`config.mk`:
```
export PLATFORM = sky130hd
export DESIGN_NAME = adc_ctrl
export DESIGN_NICKNAME = d
export VERILOG_FILES = /design/src/rtl/adc_ctrl.sv
export SDC_FILE = /design/constraint.sdc
export NUM_CORES = 1
export LEC_CHECK = 0
export CAP_MARGIN = 20
export CORE_ASPECT_RATIO = 0.9
export CORE_MARGIN = 1.5
export CORE_UTILIZATION = 45
export CTS_CLUSTER_DIAMETER = 60
export DETAILED_ROUTE_END_ITERATION = 10
export PLACE_DENSITY = 0.79
export SETUP_SLACK_MARGIN = 0.3
export SLEW_MARGIN = 20
export SYNTH_ARGS = -nofsm -noshare
export SYNTH_HDL_FRONTEND = slang
export SYNTH_SLANG_ARGS = --single-unit
```
`constraint.sdc`:
```
create_clock -name clk -period 3.19 [get_ports clk]
set_clock_uncertainty 0.1 [all_clocks]
set_input_delay 0.638 -clock clk [delete_from_list [all_inputs] [get_ports clk]]
set_output_delay 0.638 -clock clk [all_outputs]
set_load 0.1 [all_outputs]
```
`src/rtl/adc_ctrl.sv`:
```
// ADC acquisition sequencer: settle for a programmed time, request a conversion, capture the result.
// Optional macro ADC_AVG_EN: four settle+convert rounds per start, result is the truncated mean.
module adc_ctrl #(
  parameter int unsigned CLK_MHZ     = 100,
  parameter int unsigned TIMEOUT_CYC = 4096
) (
  input  logic        clk,
  input  logic        arst,
  input  logic        start,
  input  logic [14:0] time_us,
  output logic        adc_conv,
  input  logic        adc_done,
  input  logic [11:0] adc_data,
  output logic        busy,
  output logic [11:0] result,
  output logic        result_vld,
  output logic        err_timeout
);

  // state  | meaning
  // IDLE   | waiting for start; result/err_timeout hold last outcome
  // SETTLE | acquisition delay, time_us * CLK_MHZ cycles
  // CONV   | adc_conv asserted, waiting for adc_done or timeout

  typedef enum logic [1:0] {IDLE, SETTLE, CONV} state_t;

  localparam logic [7:0]  PRE_LOAD = 8'(CLK_MHZ - 1);
  localparam logic [15:0] TO_LOAD  = 16'(TIMEOUT_CYC - 1);

  state_t      r_state;
  logic [7:0]  r_pre;
  logic [14:0] r_us;
  logic [15:0] r_to;
  logic        r_busy;
  logic        r_conv;
  logic [11:0] r_result;
  logic        r_vld;
  logic        r_err;

`ifdef ADC_AVG_EN
  logic [14:0] r_time;
  logic [1:0]  r_round;
  logic [13:0] r_acc;
  logic [13:0] w_sum;

  assign w_sum = r_acc + 14'(adc_data);
`endif

  always_ff @(posedge clk or posedge arst) begin
    if (arst) begin
      r_state  <= IDLE;
      r_pre    <= '0;
      r_us     <= '0;
      r_to     <= '0;
      r_busy   <= 1'b0;
      r_conv   <= 1'b0;
      r_result <= '0;
      r_vld    <= 1'b0;
      r_err    <= 1'b0;
`ifdef ADC_AVG_EN
      r_time   <= '0;
      r_round  <= '0;
      r_acc    <= '0;
`endif
    end else begin
      case (r_state)
        IDLE: begin
          if (start) begin
            r_busy <= 1'b1;
            r_vld  <= 1'b0;
            r_err  <= 1'b0;
            r_pre  <= PRE_LOAD;
            r_us   <= time_us - 15'd1;
            r_to   <= TO_LOAD;
`ifdef ADC_AVG_EN
            r_time  <= time_us;
            r_round <= '0;
            r_acc   <= '0;
`endif
            if (time_us == 15'd0) begin
              r_state <= CONV;
              r_conv  <= 1'b1;
            end else begin
              r_state <= SETTLE;
            end
          end
        end

        SETTLE: begin
          if (r_pre == 8'd0) begin
            if (r_us == 15'd0) begin
              r_state <= CONV;
              r_conv  <= 1'b1;
              r_to    <= TO_LOAD;
            end else begin
              r_us  <= r_us - 15'd1;
              r_pre <= PRE_LOAD;
            end
          end else begin
            r_pre <= r_pre - 8'd1;
          end
        end

        CONV: begin
          // done wins over timeout on the final cycle
          if (adc_done) begin
`ifdef ADC_AVG_EN
            if (r_round == 2'd3) begin
              r_state  <= IDLE;
              r_conv   <= 1'b0;
              r_busy   <= 1'b0;
              r_vld    <= 1'b1;
              r_result <= w_sum[13:2];
              r_acc    <= w_sum;
            end else begin
              r_round <= r_round + 2'd1;
              r_acc   <= w_sum;
              r_pre   <= PRE_LOAD;
              r_us    <= r_time - 15'd1;
              r_to    <= TO_LOAD;
              if (r_time != 15'd0) begin
                r_state <= SETTLE;
                r_conv  <= 1'b0;
              end
            end
`else
            r_state  <= IDLE;
            r_conv   <= 1'b0;
            r_busy   <= 1'b0;
            r_vld    <= 1'b1;
            r_result <= adc_data;
`endif
          end else if (r_to == 16'd0) begin
            r_state <= IDLE;
            r_conv  <= 1'b0;
            r_busy  <= 1'b0;
            r_vld   <= 1'b0;
            r_err   <= 1'b1;
          end else begin
            r_to <= r_to - 16'd1;
          end
        end

        default: begin
          r_state <= IDLE;
          r_conv  <= 1'b0;
          r_busy  <= 1'b0;
        end
      endcase
    end
  end

  assign adc_conv    = r_conv;
  assign busy        = r_busy;
  assign result      = r_result;
  assign result_vld  = r_vld;
  assign err_timeout = r_err;

endmodule

```
==> metrics <==
status completed; CP Cell Sequence nor4_1 > and4_1 > nand2_1 > o211ai_2 > o21ai_0 > o21ai_0; R2R Path Start r_us[3]; synthesized cell area between 0.003 and 0.004 mm2; vias in the first global route about 3000; initial antenna violation count 0; min cycle time layout 2.65 ns; ys flop type dfrtp_1; root buffer cell clkbuf_8; nets between 400 and 500; cts hold-fix bufs 0; max_cap viols 0; Rows 29; Synth Area in Compound Gates 0.206; Seq cells post-synth 57; Worst-Margin Slew ~0.74 ns; top cells by area, synth dfrtp_1 (42%), nand2_1 (6.0%), mux2_2 (4.3%), nor2_1 (4.0%), a21oi_1 (3.7%); slowest stage delay, CP 0.61 ns; number of CTS-inserted buffers 9; setup violators final 0; Max-slew headroom 0.503; cell mode on critical path o21ai_0; DP Cell Count between 500 and 600; DR pass1 iterations 4; clock sinks 57; Residual DRC 0; Reg2Reg Depth 6; first-pass GRT wire length about 14000 um; hold_ws 0.402 ns; Routability Congestion a little under 0.9; Initial Utilization 0.473; # diodes 0; Peak VDD IR 432 uV; clock insertion delay at the later pin of the skew report between 0.3 and 0.4 ns; Power, Total roughly 0.0044 W; Iter 0 DRT Violations ~260; DRT antenna net count 0; static leakage ~1.7 nW; Mapped Cells 374; reg-to-reg setup timing slack about 0.54 ns; leading area contributor after synthesis dfrtp_1; Top Family by Delay on Critical Path compound AO/OA/AOI/OAI gates; HPWL Detailed slightly below 6000 um; Ports 47; Synth Area per Inst about 9.1 um2; post-CTS setup buffers 0; area grow syn2layout 22.8%; Post-Layout Cell Count ~530; data required time of the critical path 3.36 ns; Slew Limit Fails 0; die width between 90 and 100 um; I/O Buffers 46; post-route clock period utilization 0.831; pwr dens roughly 1000 mW/mm2; Critical Path Start Type register; share of flip-flops with an asynchronous set or reset 1.00; Max FO, Critical Path 18; Critical Path Source r_us[3]; DIE AREA 0.00808 mm2; total grt overflow 0; Worst Hold Class register to register; Chip Height ~85 um; Ys Warns 0; r2r endpoint r_to[8]; Worst-path clk slew about 0.070 ns; simple-gate share of the synthesized area 0.224; CTS tree done; Post-synth EDFFs 0; vias per cell 5.77; GR Util All Layers 0.220; Max Fclk approximately 380 MHz; main combinational cell family by area after synthesis simple AND/OR/NAND/NOR gates; share of the synthesized area in the top cell type 0.420; setup TNS 0 ns; Yosys cell types between 60 and 70; H-tree depth 3; Post-Synth XOR/XNOR Area 0.0155; RSZ-0062 raised after global routing no; sequential area share after synthesis 0.420; routed wire length approximately 8300 um; share of cells above drive strength 1 0.177; # resized after CTS 0; FF+latch area about 0.0014 mm2; largest net degree at the start of global routing 58; post-synthesis mux area share 0.0833; WP buf/inv 0; DR vias roughly 3000; Slowest-stage cell, CP o211ai_2; fill count around 640; Core ar. 0.00718 mm2; WP depth 6; drt wl/cell approximately 16 um; crit path to r_to[8]; CP endpoint kind register; WS Path Type register to register; final hold vios 0; syn nets 409; Clock Tree Buf Depth 2; multi-input logic area 0.00185 mm2; Synth Area in Adders 0.0147; crit path DAT 2.82 ns
## metal layers
layer  up-vias  track usage  routed length [um]
met5         -            0                   0
met4         0        0.104                 135
met3        10       0.0430                 486
met2       106        0.357                3940
met1      1445        0.281                3700
li1       1486            -                   -
## report_power, final
| part | switching, W | internal, W |
|---|---|---|
| registers | 0.000279 | 0.00101 |
| logic | 0.00164 | 0.000807 |
| clock network | 0.000315 | 0.000301 |
| total | 0.00224 | 0.00212 |
## per-stage QoR
stage | setup WS (ns) | cell area [um2] | utilization
final | 0.538 | 4170 | 0.580
after global routing | 0.343 | 4170 | 0.580
after CTS | 0.591 | 4170 | 0.580
after detailed placement | 0.259 | 3990 | 0.555
after global placement | 0.333 | 3990 | 0.555
after floorplan | 0.333 | 3400 | -
## final cells by class
class	instances	area share
repair buffers	61	0.131
well taps	93	0.0279
clock buffers	10	0.0330
inverters	14	0.0126
clock inverters	6	0.0105
multi-input cells	287	0.443
flip-flops and latches	57	0.342
## flip-flops by register name, indices dropped and copies added, names as in the netlist
name,flops
err_timeout,1
result,12
busy,1
r_to,16
result_vld,1
adc_conv,1
r_state,2
r_pre,8
r_us,15
## worst register-to-register path, delay by kind of cell (launching register included)
kind / cells / cell delay (ns)
compound gates: 3 / 1.03
flops: 1 / 0.45
simple gates: 3 / 1.00
## how the worst min path moves through the flow
stage | start | endpoint | slack (ns) | cells past startpoint
after floorplan | r_pre[4] | r_pre[4] | 0.35 | 2
after global placement | r_pre[4] | r_pre[4] | 0.37 | 2
after detailed placement | r_pre[4] | r_pre[4] | 0.39 | 2
after CTS | r_pre[4] | r_pre[4] | 0.40 | 2
after global routing | result[11] | result[11] | 0.42 | 1
final | r_pre[4] | r_pre[4] | 0.40 | 2
## cells by family (layout without fill, tap and decap cells)
logic type	Yosys count	in the layout
AO/OA/AOI/OAI	103	103
AND/OR/NAND/NOR	149	149
multiplexers	25	25
XOR/XNOR	6	6
flip-flops	57	57
buffers and inverters	30	91
adder cells (fa/ha/maj)	4	4
## Yosys cell counts, types with 3 or more instances
| cell type | number |
|---|---|
| a211oi_1 | 3 |
| a21oi_1 | 25 |
| a31oi_1 | 9 |
| and2_1 | 3 |
| buf_2 | 4 |
| clkbuf_1 | 11 |
| dfrtp_1 | 57 |
| ha_1 | 4 |
| inv_1 | 14 |
| mux2_2 | 13 |
| mux2_4 | 3 |
| mux2i_1 | 8 |
| nand2_1 | 54 |
| nand2b_1 | 3 |
| nand3_1 | 4 |
| nand3b_1 | 3 |
| nand4_1 | 4 |
| nor2_1 | 36 |
| nor2b_1 | 3 |
| nor3_1 | 11 |
| nor4_1 | 6 |
| o211ai_1 | 5 |
| o21ai_0 | 25 |
| o22ai_1 | 6 |
| o311ai_0 | 3 |
| o31ai_1 | 4 |
| or3_1 | 4 |
| or4_1 | 3 |
| xor2_1 | 4 |
## cells in the final DEF, fill, tap and decap left out, types with 4 or more instances in the layout
master	instances
dfrtp_1	57
a21oi_1	25
mux2i_1	8
clkdlybuf4s50_1	30
nor3_1	11
o22ai_1	6
nand2_1	54
ha_1	4
nor2_1	36
or3_1	4
clkinvlp_4	4
clkbuf_8	10
xor2_1	4
buf_4	30
a31oi_1	9
o211ai_1	5
nand3_1	4
o31ai_1	4
nand4_1	4
nor4_1	6
mux2_2	13
inv_1	13
o21ai_0	25
No activity file was read; power rests on OpenSTA's default activity.
